`src/rtl/uart2sys_pkg.sv`:
```
// Shared state encoding, error codes and defaults for the UART program loader.
package uart2sys_pkg;

    typedef enum logic [2:0] {
        IDLE,
        HDR,
        DATA,
        CSUM,
        FLUSH
    } state_t;

    localparam logic [1:0] ERR_NONE = 2'b00;
    localparam logic [1:0] ERR_TMO  = 2'b01;
    localparam logic [1:0] ERR_OVR  = 2'b10;
    localparam logic [1:0] ERR_CSUM = 2'b11;

    localparam logic [7:0] SYNC_BYTE_DEF = 8'hA5;

endpackage

```
`src/rtl/uart2sys_frame_timer.sv`:
```
// Inter-byte idle counter: cleared by each byte, counts while enabled, saturates at TIMEOUT_CYC-1.
// expire is combinational in the cycle the limit is reached with no byte arriving.
module uart2sys_frame_timer #(
    parameter int TIMEOUT_CYC = 100000
) (
    input  logic clk,
    input  logic rst_b,
    input  logic clr,
    input  logic en,
    output logic expire
);
    localparam int CW = (TIMEOUT_CYC > 1) ? $clog2(TIMEOUT_CYC) : 1;
    localparam logic [CW-1:0] LAST = CW'(TIMEOUT_CYC - 1);

    logic [CW-1:0] idle_cnt;

    always_ff @(posedge clk or negedge rst_b) begin
        if (!rst_b) begin
            idle_cnt <= '0;
        end else if (clr) begin
            idle_cnt <= '0;
        end else if (en && idle_cnt != LAST) begin
            idle_cnt <= idle_cnt + CW'(1);
        end
    end

    // A byte landing on the limit cycle wins over the timeout.
    assign expire = en && !clr && (idle_cnt == LAST);

endmodule

```
`src/rtl/uart2sys_loader.sv`:
```
// Parses SYNC/addr/LEN/data/CSUM frames into 128-bit IRAM words; word valid the cycle after its
// last byte. One-entry output buffer held under !sys_rdy; a word completing into a full buffer aborts.
module uart2sys_loader
    import uart2sys_pkg::*;
#(
    parameter int         TIMEOUT_CYC = 100000,
    parameter logic [7:0] SYNC_BYTE   = SYNC_BYTE_DEF,
    parameter int         ADDR_W      = 20
) (
    input  logic              clk,
    input  logic              rst_b,
    input  logic              rx_vld,
    input  logic [7:0]        rx_data,
    input  logic              sys_rdy,
    output logic              uart2sys_en,
    output logic [ADDR_W-1:0] uart2sys_addr,
    output logic [127:0]      uart2sys_data,
    output logic              load_done,
    output logic [1:0]        load_err,
    output logic              busy
);
    state_t            state;
    logic [3:0]        byte_cnt;
    logic [8:0]        word_cnt;
    logic [8:0]        word_len;
    logic [11:0]       addr_lo;
    logic [ADDR_W-1:0] cur_addr;
    logic [119:0]      asm_word;
    logic [7:0]        csum;
    logic              tmo_run;
    logic              tmo_expire;

    assign tmo_run = (state == HDR) || (state == DATA) || (state == CSUM);

    uart2sys_frame_timer #(
        .TIMEOUT_CYC (TIMEOUT_CYC)
    ) u_timer (
        .clk    (clk),
        .rst_b  (rst_b),
        .clr    (rx_vld),
        .en     (tmo_run),
        .expire (tmo_expire)
    );

    always_ff @(posedge clk or negedge rst_b) begin
        if (!rst_b) begin
            state         <= IDLE;
            byte_cnt      <= '0;
            word_cnt      <= '0;
            word_len      <= '0;
            addr_lo       <= '0;
            cur_addr      <= '0;
            asm_word      <= '0;
            csum          <= '0;
            uart2sys_en   <= 1'b0;
            uart2sys_addr <= '0;
            uart2sys_data <= '0;
            load_done     <= 1'b0;
            load_err      <= ERR_NONE;
        end else begin
            load_done <= 1'b0;
            if (uart2sys_en && sys_rdy) begin
                uart2sys_en <= 1'b0;
            end

            if (tmo_expire) begin
                load_err <= ERR_TMO;
                state    <= IDLE;
            end else begin
                case (state)
                    IDLE: begin
                        if (rx_vld && rx_data == SYNC_BYTE) begin
                            load_err <= ERR_NONE;
                            byte_cnt <= '0;
                            state    <= HDR;
                        end
                    end
                    HDR: begin
                        if (rx_vld) begin
                            byte_cnt <= byte_cnt + 4'd1;
                            case (byte_cnt[1:0])
                                2'd0: addr_lo[3:0]  <= rx_data[7:4];
                                2'd1: addr_lo[11:4] <= rx_data;
                                2'd2: cur_addr      <= ADDR_W'({rx_data, addr_lo});
                                default: begin
                                    word_len <= (rx_data == 8'd0) ? 9'd256 : {1'b0, rx_data};
                                    csum     <= '0;
                                    word_cnt <= '0;
                                    byte_cnt <= '0;
                                    state    <= DATA;
                                end
                            endcase
                        end
                    end
                    DATA: begin
                        if (rx_vld) begin
                            csum     <= csum ^ rx_data;
                            byte_cnt <= byte_cnt + 4'd1;
                            if (byte_cnt != 4'd15) begin
                                for (int k = 0; k < 15; k++) begin
                                    if (byte_cnt == 4'(k)) asm_word[8*k +: 8] <= rx_data;
                                end
                            end else if (uart2sys_en && !sys_rdy) begin
                                // Buffer still occupied: drop the new word, keep the pending one.
                                load_err <= ERR_OVR;
                                state    <= IDLE;
                            end else begin
                                uart2sys_en   <= 1'b1;
                                uart2sys_addr <= cur_addr;
                                uart2sys_data <= {rx_data, asm_word};
                                cur_addr      <= cur_addr + ADDR_W'(1);
                                word_cnt      <= word_cnt + 9'd1;
                                if (word_cnt + 9'd1 == word_len) state <= CSUM;
                            end
                        end
                    end
                    CSUM: begin
                        if (rx_vld) begin
                            if (rx_data == csum) begin
                                state <= FLUSH;
                            end else begin
                                load_err <= ERR_CSUM;
                                state    <= IDLE;
                            end
                        end
                    end
                    FLUSH: begin
                        if (!uart2sys_en || sys_rdy) begin
                            load_done <= 1'b1;
                            state     <= IDLE;
                        end
                    end
                    default: state <= IDLE;
                endcase
            end
        end
    end

    assign busy = (state != IDLE) || uart2sys_en;

endmodule

```
`config.mk`:
```
export PLATFORM = sky130hd
export DESIGN_NAME = uart2sys_loader
export DESIGN_NICKNAME = d
export VERILOG_FILES = /design/src/rtl/uart2sys_pkg.sv /design/src/rtl/uart2sys_frame_timer.sv /design/src/rtl/uart2sys_loader.sv
export SDC_FILE = /design/constraint.sdc
export NUM_CORES = 1
export LEC_CHECK = 0
export ABC_AREA = 1
export BUFFER_PORTS_ARGS = -buffer_cell sky130_fd_sc_hd__buf_2
export CORE_ASPECT_RATIO = 0.6
export CORE_MARGIN = 1.5
export CORE_UTILIZATION = 45
export DETAILED_ROUTE_END_ITERATION = 10
export PLACE_DENSITY_LB_ADDON = 0.2
export RECOVER_POWER = 25
export SLEW_MARGIN = 30
export SYNTH_ARGS = -nofsm -noshare
export SYNTH_HDL_FRONTEND = slang
export SYNTH_HIERARCHICAL = 1
export SYNTH_SLANG_ARGS = --single-unit
```
`constraint.sdc`:
```
create_clock -name clk -period 2.5 [get_ports clk]
set_clock_uncertainty 0.15 [all_clocks]
set_input_delay 0.375 -clock clk [delete_from_list [all_inputs] [get_ports clk]]
set_output_delay 0.375 -clock clk [all_outputs]
set_load 0.005 [all_outputs]
```
==> impl_metrics.csv, run 1 <==
group,metric,value,unit
run_status,status,"completed",
logic_synthesis,syn_nets,1503,
setup_path,max_stage_delay,0.40,ns
layout,area_growth_syn_to_layout,20.26,%
die,initial_utilization,45.61,%
setup_path,worst-setup-path-type,"register to register",
logic_synthesis,synth-edff-count,0,
routing,route.antenna.remaining_nets,0,
clock_network,insertion_delay,0.52,ns
setup_path,r2r_slack,0.10,ns
clock_network,htreeDepth,2,
pwr,swShare,31.81,%
layout,mostFrequentLayoutCells,"dfrtp_1, nand2_1, o21ai_0",
logic_synthesis,ys_types,39,
routing,drtPass1Iterations,6,
logic_synthesis,ys.flop_type,"dfrtp_1",
routing,drc,0,
pwr,powerDensity,886.4,nW/um2
pwr,power,0.01636,W
placed_design,dp_hpwl,27050,um
routing,routed_wl,39860,um
sta,slew_headroom,3.702,%
routing,via_per_inst,5.237,
setup_path,path_delay_family,"simple AND/OR/NAND/NOR gates",
setup_path,slowest_stage,"dfrtp_1",
layout,final_nets,1727,
layout,layout_commonest_cell,"dfrtp_1",
pwr,clockPowerShare,33.2,%
clock_network,clk_path_buf_depth,3,
logic_synthesis,ys_ff_latch,354,
logic_synthesis,synthesis.area,15340,um2
sta,tightest_slew,1.444,ns
sta,finalCriticalPeriod,2.399,ns
routing,first_iter_violations,912,
setup_path,r2r-start,"u_timer/idle_cnt[0]",
global_route,grt_pass1_vias,11020,
setup_path,critPathBufInv,4,
hold_path,min_path_cells,4,
setup_path,end_kind,"register",
setup_path,cp.required,2.73,ns
layout,drive_above_1_share,27.43,%
sta,drv_slew,0,
pwr,p_seq_share,45.2,%
layout,n_fill_cell,2959,
placed_design,placed_cell_area,17110,um2
setup_path,cpMostUsedCell,"inv_2",
hold_path,min_from,"rx_vld",
routing,dr_total_vias,11460,
hold_path,hp-class,"primary input to register",
clock_network,cts_root_buffer,"clkbuf_16",
setup_path,rr_endpoint,"asm_word[53]",
placed_design,portBuffers,164,
hold_path,min_to,"u_timer/idle_cnt[9]",
setup_path,worstRegToRegCells,14,
pwr,p_int,0.01115,W
pwr,leakage,9.513,nW
logic_synthesis,yosysWarnings,6,
global_route,grt_pass1_wl,63290,um
die,die_h,146.0,um
routing,drt-wirelength-per-cell,18.22,um
pwr,p_switching,0.005203,W
setup_path,start_kind,"register",
die,die-area,35250,um2
run,max_cap_violations,0,
logic_synthesis,ys_seq_area_share,57.73,%
sta,finalCritPeriodShare,95.94,%
global_route,antenna_found_initial,2,
logic_synthesis,ys_async_sr_fraction,100.0,%
global_route,grt_usage,23.00,%
pwr,ir_drop,0.5029,mV
die,core,33640,um2
sta,max_freq,0.4169,GHz
die,die_w,241.4,um
placed_design,gp_congestion,0.9482,
sta,finalSetupViolCount,0,
layout,final_cell_area,18450,um2
layout,multiInputGateArea,5866,um2
logic_synthesis,netlist_instances,1483,
setup_path,critPathArrivalTime,2.63,ns
layout,ff_latch_area,8859,um2
sta,hold_viol,0,
clock_network,cts_sinks,354,
clock_network,clkTransAtPathRegs,0.06,ns
pwr,p_comb_share,21.6,%
global_route,grt_remaining_overflow,0,
setup_path,crit_chain,"ha_2 -> nand3_2 -> inv_2 -> nand3_2 -> nor3_1 -> buf_4 -> inv_2 -> nand2_1 -> nor2_4 -> inv_2 -> nor2_4 -> nand2_2 -> nand2_1 -> o21ai_0",
global_route,grt_max_degree,75,
die,rows,52,
clock_network,cts_tree,"done",
sta,rsz0062_at_grt,"yes",
setup_path,cp_max_fo,16,
layout,instances_no_fill,2188,
sta,tns,0,ns
clock_network,numCtsBuffers,35,
die,pin_count,165,
logic_synthesis,avgSynthCellArea,10.35,um2
placed_design,dp_cells,2115,
-- synth_stat cells (6+ instances only) --
cell type  count  area [um2]
inv_2         10       37.54
clkbuf_1      32       120.1
o22ai_1        6       37.54
nand3_1       84       420.4
inv_1         80       300.3
nand2_2       12       75.07
buf_2         24       120.1
a21oi_1       22       110.1
nand4_1       24       150.1
mux2_4        84        1261
o21ai_0      184       920.9
o21ai_1       33       165.2
buf_6         11       123.9
nand2_1      334        1254
nand3_2        8       80.08
dfrtp_1      354        8859
xor2_1        16       140.1
nor3_1        11       55.05
ha_1           8       100.1
nor2_1        66       247.7
mux2_2        36       405.4
-- flip-flops by register name, summed over array words and instances, names as in the netlist --
register / count
uart2sys_data: 128
word_cnt: 9
state: 3
addr_lo: 12
load_err: 2
uart2sys_addr: 20
word_len: 9
u_timer/idle_cnt: 17
asm_word: 120
uart2sys_en: 1
cur_addr: 20
load_done: 1
byte_cnt: 4
csum: 8
-- final cells by class --
| type | instances | share of cell area [%] |
|---|---|---|
| Antenna cell | 1 | 0.01356 |
| Clock buffer | 51 | 5.628 |
| Clock inverter | 7 | 0.6306 |
| Inverter | 90 | 1.858 |
| Multi-Input combinational cell | 973 | 31.79 |
| Sequential cell | 354 | 48.01 |
| Tap cell | 459 | 3.113 |
| Timing Repair Buffer | 253 | 8.958 |
-- logic make-up after synthesis --
family | count (synthesis) | synth area share [%]
compound gates | 262 | 8.880
flops | 354 | 57.73
mux | 120 | 10.86
xor+xnor | 19 | 1.085
buf+inv | 157 | 4.575
simple gates | 563 | 16.21
fa+ha+maj | 8 | 0.6524
-- what timing repair did --
action                                  in CTS  in global routing
hold buffers                                 2                  0
setup buffers                                0                 11
endpoints found under the setup margin       0                141
hold endpoints to repair                    44                  0
gates resized for setup                      0                 25
-- layer usage --
metal  share of wire (%)  vias up  global-route usage [%]
met5                   0        -                       0
met4                 1.8        0                   5.469
met3                 5.7       63                   3.781
met2                  42      340                   31.87
met1                  51     5648                   37.19
li1                    -     5407                       -
-- worst max-delay path by stage --
stage                                    from           end  slack, ns  depth (start not counted)
after floorplan           u_timer/idle_cnt[0]  asm_word[13]       0.17                         15
after global placement    u_timer/idle_cnt[0]   asm_word[0]        0.1                         14
after CTS                 u_timer/idle_cnt[0]   asm_word[5]       0.02                         14
final                     u_timer/idle_cnt[0]  asm_word[53]       0.10                         14
after detailed placement  u_timer/idle_cnt[0]   asm_word[1]       0.03                         14
after global routing      u_timer/idle_cnt[0]  asm_word[53]      -0.02                         14
-- per-stage QoR --
step                      hold WS (ns)  setup slack (ns)  util (%)
final                          0.04885            0.1014     54.85
after global routing           0.04157          -0.01947     54.85
after CTS                      0.02460           0.01720     54.37
after detailed placement        0.1826           0.03237     50.87
after global placement          0.1796           0.09607     50.87
after floorplan               -0.07059            0.1733         -
-- power by group through the flow --
| stage | clock [W] | sequential, W | combinational, W |
|---|---|---|---|
| after global routing | 0.00575 | 0.00752 | 0.00403 |
| after global placement | 0 | 0.00744 | 0.00332 |
| final | 0.00543 | 0.00739 | 0.00353 |
| after CTS | 0.00551 | 0.00738 | 0.00343 |
| after floorplan | 0 | 0.00727 | 0.00233 |
| after detailed placement | 0 | 0.00746 | 0.00342 |
-- tightest hold or removal path, delay by kind of cell --
kind / cells / cell delay, ns
buf+inv: 1 / 0.15
simple gates: 3 / 0.16
No activity file was read; power rests on OpenSTA's default activity.
==> inputs of run 2 (changes only) <==
--- a/config.mk
+++ b/config.mk
@@ -5,7 +5,6 @@
 export SDC_FILE = /design/constraint.sdc
 export NUM_CORES = 1
 export LEC_CHECK = 0
-export ABC_AREA = 1
 export BUFFER_PORTS_ARGS = -buffer_cell sky130_fd_sc_hd__buf_2
 export CORE_ASPECT_RATIO = 0.6
 export CORE_MARGIN = 1.5
==> impl_metrics.csv, run 2 <==
group,metric,value,unit
logic_synthesis,ys_seq_area_share,59.23,%
sta,hold_viol,0,
layout,mostFrequentLayoutCells,"nand2_1, dfrtp_1, buf_2",
sta,max_freq,0.3941,GHz
sta,drv_slew,0,
layout,drive_above_1_share,31.16,%
layout,top_register,"uart2sys_data",
die,initial_utilization,45.96,%
logic_synthesis,synth-edff-count,0,
setup_path,end_kind,"register",
logic_synthesis,netlist_instances,1463,
setup_path,crit_chain,"nor4bb_4 -> and2_4 -> and4b_2 -> a2111oi_0 -> a32o_2 -> or3_4 -> mux2_4",
die,pin_count,165,
logic_synthesis,synthTopCellsByArea,"dfrtp_1, nand2_1, mux2_2",
global_route,antenna_found_initial,0,
clock_network,clk_path_buf_depth,3,
global_route,grt_pass1_wl,61720,um
run_status,status,"complete, but fails checks",
routing,dr_total_vias,11380,
logic_synthesis,ys_ff_latch,354,
logic_synthesis,synth_top_area_share,59.23,%
clock_network,cts_root_buffer,"clkbuf_16",
run,max_cap_violations,0,
sta,finalSetupViolCount,24,
layout,antenna_cells,0,
sta,rsz0062_at_grt,"yes",
setup_path,path_delay_family,"simple AND/OR/NAND/NOR gates",
layout,layout_commonest_cell,"nand2_1",
placed_design,placed_cell_area,16950,um2
setup_path,max_stage_delay,0.41,ns
routing,first_iter_violations,887,
logic_synthesis,avgSynthCellArea,10.22,um2
hold_path,hp-class,"primary input to register",
logic_synthesis,yosys.area.top_type,"dfrtp_1",
global_route,grt_usage,23.14,%
logic_synthesis,synth_commonest_cells,"nand2_1, dfrtp_1, mux2_2",
sta,setup_slack,-0.03764,ns
placed_design,dp_hpwl,26430,um
routing,route.antenna.remaining_nets,0,
logic_synthesis,syn_nets,1483,
layout,final_nets,1714,
setup_path,cp_max_fo,5,
setup_path,start_kind,"register",
logic_synthesis,ys.flop_type,"dfrtp_1",
die,die_w,238.4,um
sta,finalCriticalPeriod,2.538,ns
layout,multiInputGateArea,6093,um2
layout,largest_registers,"uart2sys_data: 128 flops, asm_word: 120 flops",
setup_path,worst-setup-path-type,"register to register",
logic_synthesis,yosysMostFrequentCell,"nand2_1",
sta,tns,-0.3443,ns
placed_design,dp_cells,2058,
routing,via_per_inst,5.323,
sta,hold_slack,0.1180,ns
setup_path,critPathBufInv,0,
routing,routed_wl,40310,um
layout,final_cell_area,18670,um2
placed_design,portBuffers,164,
setup_path,cp.required,2.75,ns
global_route,grt_max_degree,71,
routing,drt-wirelength-per-cell,18.86,um
logic_synthesis,ys_async_sr_fraction,100.0,%
sta,finalCritPeriodShare,101.5,%
die,die-area,34380,um2
die,die_h,144.2,um
layout,area_growth_syn_to_layout,24.84,%
clock_network,cts_tree,"done",
logic_synthesis,ys_types,67,
global_route,grt_pass1_vias,10850,
die,rows,51,
clock_network,clkTransAtPathRegs,0.06,ns
layout,largest_reg_flops,128,
global_route,grt_remaining_overflow,0,
pwr,powerDensity,791.0,nW/um2
clock_network,htreeDepth,2,
routing,drtPass1Iterations,5,
layout,ff_latch_area,8859,um2
die,core,32540,um2
logic_synthesis,synthesis.area,14960,um2
layout,n_fill_cell,2820,
run_status,violations,"negative setup slack",
clock_network,numCtsBuffers,35,
pwr,ir_drop,0.3994,mV
clock_network,cts_sinks,354,
sta,slew_headroom,24.76,%
logic_synthesis,yosysWarnings,6,
pwr,leakage,9.841,nW
sta,tightest_slew,1.129,ns
setup_path,slowest_stage,"dfrtp_1",
placed_design,gp_congestion,0.8862,
placed_design,dpl_worst_slack,-0.2739,ns
layout,instances_no_fill,2138,
setup_path,critPathArrivalTime,2.78,ns
routing,drc,0,
clock_network,insertion_delay,0.53,ns
run 2: cell count changes after synthesis, sizes merged, moves of 17 or more:
| cell | before | now |
|---|---|---|
| nand2 | 347 | 531 |
| o21ai | 217 | 78 |
| inv | 90 | 15 |
| nand3 | 92 | 23 |
| nor2 | 76 | 33 |
| a21oi | 22 | 49 |
| clkbuf | 32 | 49 |
run 2: power breakdown:
part / internal (W) / switching, W
clock network: 0.00278 / 0.00221
logic: 0.00126 / 0.00159
registers: 0.00637 / 0.000553
total: 0.0104 / 0.00436
run 2: kinds of logic (layout without fill, tap and decap cells):
group	after synthesis	after routing	share of synthesized area, %
fa+ha+maj	8	8	0.6693
xor+xnor	24	24	1.405
buf+inv	98	348	2.802
mux	126	126	9.503
compound gates	176	176	6.726
flops	354	354	59.23
simple gates	677	678	19.67
run 2: routing by layer:
metal,vias to the layer above,global-route usage [%],wire (um)
met5,-,0,0
met2,258,34.69,17750
li1,5346,-,-
met3,39,4.237,1973
met1,5738,34.97,20100
met4,0,4.897,495
run 2: final timing paths:
path | slack, ns | cells past startpoint | to | from
worst max-delay path | -0.04 | 7 | load_err[0] | u_timer/idle_cnt[13]
worst min register to register | 0.31 | 2 | uart2sys_data[6] | asm_word[6]
worst max register to register | -0.04 | 7 | load_err[0] | u_timer/idle_cnt[13]
worst min-delay path | 0.12 | 3 | csum[1] | rx_data[1]
max in group asynchronous | 0.43 | 3 | uart2sys_data[60] | rst_b
min in group asynchronous | 0.45 | 2 | uart2sys_data[34] | rst_b
run 2: worst reg2reg max path, delay by kind of cell, from the launching register on:
family             cells  cell delay (ns)
and+or+nand+nor        4             1.19
DFF                    1             0.41
AOI/OAI and AO/OA      2             0.38
muxes                  1             0.30
run 2: what timing repair did:
action,CTS,global route
pin swaps,12,11
gates cloned,1,10
resized for setup,34,64
hold buffers,1,0
setup buffers,5,6
setup endpoints to repair,163,285
hold endpoints to repair,55,0
run 2: metrics by stage:
stage,total power [W],util [%]
3_5_place_dp,0.009647,52.09
3_3_place_gp,0.009574,52.09
5_1_grt,0.01548,57.37
4_1_cts,0.01475,55.99
2_1_floorplan,0.008617,-
6_report,0.01477,57.37
run 2: area by class of cell:
class	instances	share of cell area, %
clock buffer	50	5.368
clock inverter	7	0.2077
tap	424	2.841
multi-input combinational	1012	32.63
timing repair buffer	276	11.20
sequential	354	47.44
inverter	15	0.3015
